### config.mk
export PLATFORM = sky130hd
export DESIGN_NAME = uart_tx_framer_flat
export DESIGN_NICKNAME = d
export VERILOG_FILES = /design/src/rtl/uart_tx_framer_if.sv /design/src/rtl/uart_tx_framer.sv /design/src/flat_wrapper.sv
export SDC_FILE = /design/constraint.sdc
export NUM_CORES = 1
export LEC_CHECK = 0
export CORE_MARGIN = 1.5
export CORE_UTILIZATION = 50
export DETAILED_ROUTE_END_ITERATION = 10
export GPL_TIMING_DRIVEN = 0
export PLACE_DENSITY_LB_ADDON = 0.05
export SYNTH_ARGS = -nofsm -noshare
export SYNTH_HDL_FRONTEND = slang
export SYNTH_SLANG_ARGS = --single-unit
### constraint.sdc
create_clock -name clock -period 2.51 [get_ports clock]
set_clock_uncertainty 0.15 [all_clocks]
set_input_delay 0.502 -clock clock [delete_from_list [all_inputs] [get_ports clock]]
set_output_delay 0.502 -clock clock [all_outputs]
set_load 0.1 [all_outputs]
### src/rtl/uart_tx_framer_if.sv
// Host-side bundle for uart_tx_framer: frame request, payload, parity inputs and line status.
// UART_TX_STOP2_EN adds the stop_bits select.
interface uart_tx_framer_if;
  logic       tx_start;
  logic [7:0] data_in;
  logic [1:0] parity_type;
  logic       parity_bit;
`ifdef UART_TX_STOP2_EN
  logic       stop_bits;
`endif
  logic       tx_out;
  logic       tx_busy;
  logic       tx_done;

`ifdef UART_TX_STOP2_EN
  modport master (output tx_start, data_in, parity_type, parity_bit, stop_bits,
                  input  tx_out, tx_busy, tx_done);
  modport slave  (input  tx_start, data_in, parity_type, parity_bit, stop_bits,
                  output tx_out, tx_busy, tx_done);
`else
  modport master (output tx_start, data_in, parity_type, parity_bit,
                  input  tx_out, tx_busy, tx_done);
  modport slave  (input  tx_start, data_in, parity_type, parity_bit,
                  output tx_out, tx_busy, tx_done);
`endif
endinterface

### src/rtl/uart_tx_framer.sv
// UART transmit framer: start, 8 data bits LSB first, optional parity, stop bit(s).
// Define UART_TX_STOP2_EN to enable the per-frame two-stop-bit option.
module uart_tx_framer #(
  parameter int CLKS_PER_BIT = 868
) (
  input  logic            clock,
  input  logic            reset_n,
  uart_tx_framer_if.slave bus
);
  localparam int            CW        = (CLKS_PER_BIT > 2) ? $clog2(CLKS_PER_BIT) : 1;
  localparam logic [CW-1:0] BAUD_LAST = CW'(CLKS_PER_BIT - 1);

  typedef enum logic [2:0] {S_IDLE, S_START, S_DATA, S_PARITY, S_STOP} state_e;

  state_e        state_q, state_d;
  logic [CW-1:0] baud_q, baud_d;
  logic [2:0]    bit_idx_q, bit_idx_d;
  logic [7:0]    data_q, data_d;
  logic [1:0]    ptype_q, ptype_d;
  logic          pbit_q, pbit_d;
  logic          stop2_q, stop2_d;
  logic          stop_idx_q, stop_idx_d;
  logic          tx_out_q, tx_out_d;
  logic          tx_busy_q, tx_busy_d;
  logic          tx_done_q, tx_done_d;
  logic          bit_end;
  logic [2:0]    nxt_idx;
  logic          stop2_in;

`ifdef UART_TX_STOP2_EN
  assign stop2_in = bus.stop_bits;
`else
  assign stop2_in = 1'b0;
`endif

  always_comb begin
    bit_end    = (baud_q == BAUD_LAST);
    nxt_idx    = bit_idx_q + 3'd1;
    state_d    = state_q;
    baud_d     = (state_q == S_IDLE || bit_end) ? '0 : baud_q + 1'b1;
    bit_idx_d  = bit_idx_q;
    data_d     = data_q;
    ptype_d    = ptype_q;
    pbit_d     = pbit_q;
    stop2_d    = stop2_q;
    stop_idx_d = stop_idx_q;
    tx_out_d   = tx_out_q;
    tx_busy_d  = tx_busy_q;
    tx_done_d  = 1'b0;
    case (state_q)
      S_IDLE: begin
        tx_out_d  = 1'b1;
        tx_busy_d = 1'b0;
        if (bus.tx_start) begin
          // Everything the frame needs is snapshotted here; inputs are free to move afterwards.
          state_d    = S_START;
          data_d     = bus.data_in;
          ptype_d    = bus.parity_type;
          pbit_d     = bus.parity_bit;
          stop2_d    = stop2_in;
          bit_idx_d  = 3'd0;
          stop_idx_d = 1'b0;
          tx_out_d   = 1'b0;
          tx_busy_d  = 1'b1;
        end
      end
      S_START: if (bit_end) begin
        state_d  = S_DATA;
        tx_out_d = data_q[0];
      end
      S_DATA: if (bit_end) begin
        if (bit_idx_q == 3'd7) begin
          bit_idx_d = 3'd0;
          if (ptype_q == 2'b00) begin
            state_d  = S_STOP;
            tx_out_d = 1'b1;
          end else begin
            state_d  = S_PARITY;
            tx_out_d = pbit_q;
          end
        end else begin
          bit_idx_d = nxt_idx;
          tx_out_d  = data_q[nxt_idx];
        end
      end
      S_PARITY: if (bit_end) begin
        state_d  = S_STOP;
        tx_out_d = 1'b1;
      end
      S_STOP: if (bit_end) begin
        if (stop2_q && !stop_idx_q) begin
          stop_idx_d = 1'b1;
        end else begin
          state_d    = S_IDLE;
          stop_idx_d = 1'b0;
          tx_busy_d  = 1'b0;
          tx_done_d  = 1'b1;
        end
      end
      default: begin
        state_d   = S_IDLE;
        tx_out_d  = 1'b1;
        tx_busy_d = 1'b0;
      end
    endcase
  end

  always_ff @(posedge clock or negedge reset_n) begin
    if (!reset_n) begin
      state_q    <= S_IDLE;
      baud_q     <= '0;
      bit_idx_q  <= 3'd0;
      data_q     <= 8'h00;
      ptype_q    <= 2'b00;
      pbit_q     <= 1'b0;
      stop2_q    <= 1'b0;
      stop_idx_q <= 1'b0;
      tx_out_q   <= 1'b1;
      tx_busy_q  <= 1'b0;
      tx_done_q  <= 1'b0;
    end else begin
      state_q    <= state_d;
      baud_q     <= baud_d;
      bit_idx_q  <= bit_idx_d;
      data_q     <= data_d;
      ptype_q    <= ptype_d;
      pbit_q     <= pbit_d;
      stop2_q    <= stop2_d;
      stop_idx_q <= stop_idx_d;
      tx_out_q   <= tx_out_d;
      tx_busy_q  <= tx_busy_d;
      tx_done_q  <= tx_done_d;
    end
  end

  assign bus.tx_out  = tx_out_q;
  assign bus.tx_busy = tx_busy_q;
  assign bus.tx_done = tx_done_q;
endmodule
### src/flat_wrapper.sv
// flat-port wrapper written by rule: the top's interface ports become plain ports
module uart_tx_framer_flat 
#(
  parameter int CLKS_PER_BIT = 868
)
  (clock, reset_n, bus_tx_start, bus_data_in, bus_parity_type, bus_parity_bit, bus_tx_out, bus_tx_busy, bus_tx_done);
  uart_tx_framer_if bus_i ();
  input  logic clock;
  input  logic reset_n;
  input wire logic [$bits(bus_i.tx_start)-1:0] bus_tx_start;
  input wire logic [$bits(bus_i.data_in)-1:0] bus_data_in;
  input wire logic [$bits(bus_i.parity_type)-1:0] bus_parity_type;
  input wire logic [$bits(bus_i.parity_bit)-1:0] bus_parity_bit;
  output wire logic [$bits(bus_i.tx_out)-1:0] bus_tx_out;
  output wire logic [$bits(bus_i.tx_busy)-1:0] bus_tx_busy;
  output wire logic [$bits(bus_i.tx_done)-1:0] bus_tx_done;
  assign bus_i.tx_start = bus_tx_start;
  assign bus_i.data_in = bus_data_in;
  assign bus_i.parity_type = bus_parity_type;
  assign bus_i.parity_bit = bus_parity_bit;
  assign bus_tx_out = bus_i.tx_out;
  assign bus_tx_busy = bus_i.tx_busy;
  assign bus_tx_done = bus_i.tx_done;
  uart_tx_framer #(.CLKS_PER_BIT(CLKS_PER_BIT)) u_core (.clock(clock), .reset_n(reset_n), .bus(bus_i));
endmodule
==> results.py <==
metrics = {
    "run_status": {
        "status": "completed",
    },
    "detailed_routing": {
        "drt_iter0_markers": 36,
        "viasPerCell": 5.61,
        "drc_errors": 0,
        "totalWireLength_um": 2690,
        "routedWlPerCell_um": 13.7,
        "dr.pass1.iters": 4,
        "vias": 1106,
        "drtAntennaViolNets": 0,
    },
    "cts": {
        "clkTransAtPathRegs_ns": 0.10,
        "cts_buffer_depth": 2,
        "htreeDepth": 2,
        "worstSkewPairLatency_ns": 0.33,
        "clock_sinks": 30,
        "cts_made_buffers": 5,
        "cts_tree": "yes",
        "postCtsSetupRepairBufs": 0,
        "clock-root-buffer": "clkbuf_4",
    },
    "pwr": {
        "power.leakage_uw": 0.000782,
        "seqPwrFrac": 0.492,
        "power_per_cell_area_nw_per_um2": 804,
        "pwr-share-clk": 0.209,
        "power_frac_comb": 0.299,
        "max-vdd-ir-drop_v": 0.000529,
        "p_total_uw": 1440,
        "switching_share": 0.349,
        "p_switching_uw": 501,
        "p_int_uw": 936,
    },
    "critical_path": {
        "crit_required_ns": 1.86,
        "cp-end-kind": "output pin",
        "cp_slowest_stage_delay_ns": 1.12,
        "crit_path_start_kind": "flip-flop",
        "critPathBufInv": 1,
        "cp_data_arrival_time_ns": 1.77,
        "worstPathMaxFanout": 1,
        "critPathTopFamily": "buffers and inverters",
        "path_cells": "clkdlybuf4s50_1",
        "cpMaxStageDelayCell": "clkdlybuf4s50_1",
        "path_class": "reg -> out",
    },
    "place": {
        "port_buffers": 16,
        "place_congestion": 0.921,
        "placed_area_um2": 1730,
        "dp_hpwl_um": 1970,
    },
    "floorplanning": {
        "core_region_area_um2": 2830,
        "die_x_um": 58.4,
        "die_area_um2": 3410,
        "start_util": 0.542,
        "placementRows": 19,
        "die_height_um": 58.4,
        "io_pins": 17,
    },
    "logic_synthesis": {
        "synth-seq-area-share": 0.491,
        "synth_top_cell_area_share": 0.473,
        "synth_warnings": 0,
        "synth.area.top_cells": "dfrtp_1 47%, mux2_2 8.1%, mux2i_1 5.2%",
        "yosysTopAreaCell": "dfrtp_1",
        "synth_nets": 159,
        "synth_ff_type": "dfrtp_1",
        "synth_edf_count": 0,
        "avgSynthCellArea_um2": 10.8,
        "synth_most_common_cell": "dfrtp_1",
        "syn_inst": 142,
        "synth_common_cells": "29 x dfrtp_1, 17 x nor2_1, 11 x mux2_2, 11 x nand2_1, 8 x mux2i_1",
        "syn-cell-area_um2": 1530,
        "ys_ff_latch": 30,
        "async_flop_share": 1.00,
        "yosysUniqueCellTypes": 39,
    },
    "global_route": {
        "grt_pass1_vias": 1116,
        "grtUsageTotal": 0.189,
        "antenna_found_initial": 0,
        "grt_max_degree": 31,
        "grt.overflow.total": 0,
        "grt_pass1_wl_um": 4850,
    },
    "finish": {
        "area.growth.synth_to_final_pct": 16.7,
        "design_area_um2": 1790,
        "diodes": 0,
        "drive_gt1_frac": 0.175,
        "nNetsFinal": 182,
    },
    "sta": {
        "drv_slew": 0,
        "finalSetupTns_ns": 0,
        "setup_viol": 0,
        "slew_headroom": 0.359,
        "fin_worst_hold_slack_ns": 0.0393,
        "min_period_over_period": 0.963,
        "period_needed_ns": 2.42,
        "max_freq_mhz": 414,
        "rsz0062_at_grt": "false",
        "worstMarginPinSlew_ns": 0.959,
        "final_hold_viol_count": 0,
    },
    "min_path": {
        "worst_hold_path_type": "in -> async",
    },
    "run": {
        "max-cap-violations": 0,
    },
}
==> through the flow <==
stage	util	setup WS (ns)	std cells
after global placement	0.612	0.218	189
after detailed placement	0.612	0.217	189
after floorplan	-	0.856	142
final	0.632	0.0918	197
after CTS	0.633	0.00736	197
after global routing	0.632	0.0183	197
==> flip-flops by register name (all words and copies together), names as in the netlist <==
name / flops
u_core.baud_q: 10
u_core.bus.tx_out: 1
u_core.ptype_q: 2
u_core.bit_idx_q: 3
u_core.pbit_q: 1
u_core.data_q: 8
u_core.state_q: 3
u_core.bus.tx_done: 1
u_core.bus.tx_busy: 1
==> path summary, 6_finish.rpt <==
kind / from / end / slack, ns / cells past startpoint
max: u_core.bus.tx_done / bus_tx_done / 0.09 / 1
min: reset_n / u_core.bit_idx_q[0] / 0.04 / 1
max reg2reg: u_core.state_q[1] / u_core.ptype_q[1] / 0.66 / 4
min reg2reg: u_core.baud_q[0] / u_core.baud_q[0] / 0.34 / 1
max in group asynchronous: reset_n / u_core.baud_q[8] / 1.74 / 1
min in group clock: u_core.baud_q[0] / u_core.baud_q[0] / 0.34 / 1
==> metal layers <==
layer / wire [um] / vias to the layer above / global-route usage
met5: 0 / - / 0
met4: 61 / 0 / 0.103
met3: 115 / 8 / 0.0462
met2: 1230 / 26 / 0.283
met1: 1280 / 529 / 0.255
li1: - / 543 / -
==> cell families (layout without fill, tap and decap cells) <==
kind of cell | after synthesis | count (layout) | synth area share
buffers and inverters | 10 | 34 | 0.0367
multiplexers | 19 | 19 | 0.133
flip-flops | 30 | 30 | 0.491
AO/OA/AOI/OAI | 17 | 17 | 0.0792
AND/OR/NAND/NOR | 55 | 55 | 0.190
XOR/XNOR | 8 | 8 | 0.0457
adder cells (fa/ha/maj) | 3 | 3 | 0.0245
==> cell type report <==
| type | instances | area (um^2) |
|---|---|---|
| Inverter | 3 | 11.3 |
| Multi-Input combinational cell | 102 | 724 |
| Timing Repair Buffer | 16 | 156 |
| Fill cell | 226 | 1040 |
| Buffer | 7 | 45.0 |
| Clock inverter | 1 | 5.00 |
| Tap cell | 31 | 38.8 |
| Clock buffer | 7 | 55.1 |
| Sequential cell | 30 | 752 |
==> power by group through the flow <==
stage	Sequential (uW)	Clock (uW)	Combinational [uW]
floorplan	800	0	242
global placement	713	0	431
detailed placement	719	0	438
CTS	708	318	434
global route	727	333	473
finish	708	300	429
==> repair_timing <==
action,in CTS,in global routing
gates resized for setup,1,1
hold buffers,0,0
setup endpoints to repair,1,1
hold endpoints to repair,0,0
==> cell usage in the layout (no fill, tap or decap), types with 2 or more instances in the layout <==
cell type         n
inv_1             3
dfrtp_1          29
clkbuf_1          5
o21ai_0           3
mux2i_1           8
a21oi_1           4
or2_2             2
nor2b_1           2
nand4_1           3
ha_1              3
nand2_1          11
nor2_1           17
clkdlybuf4s50_1  13
xnor2_1           6
nand3_1           5
xor2_1            2
nand3b_1          3
buf_6             2
clkbuf_4          5
nor3_1            4
mux2_2           11
(Power assumes the default switching activity.)
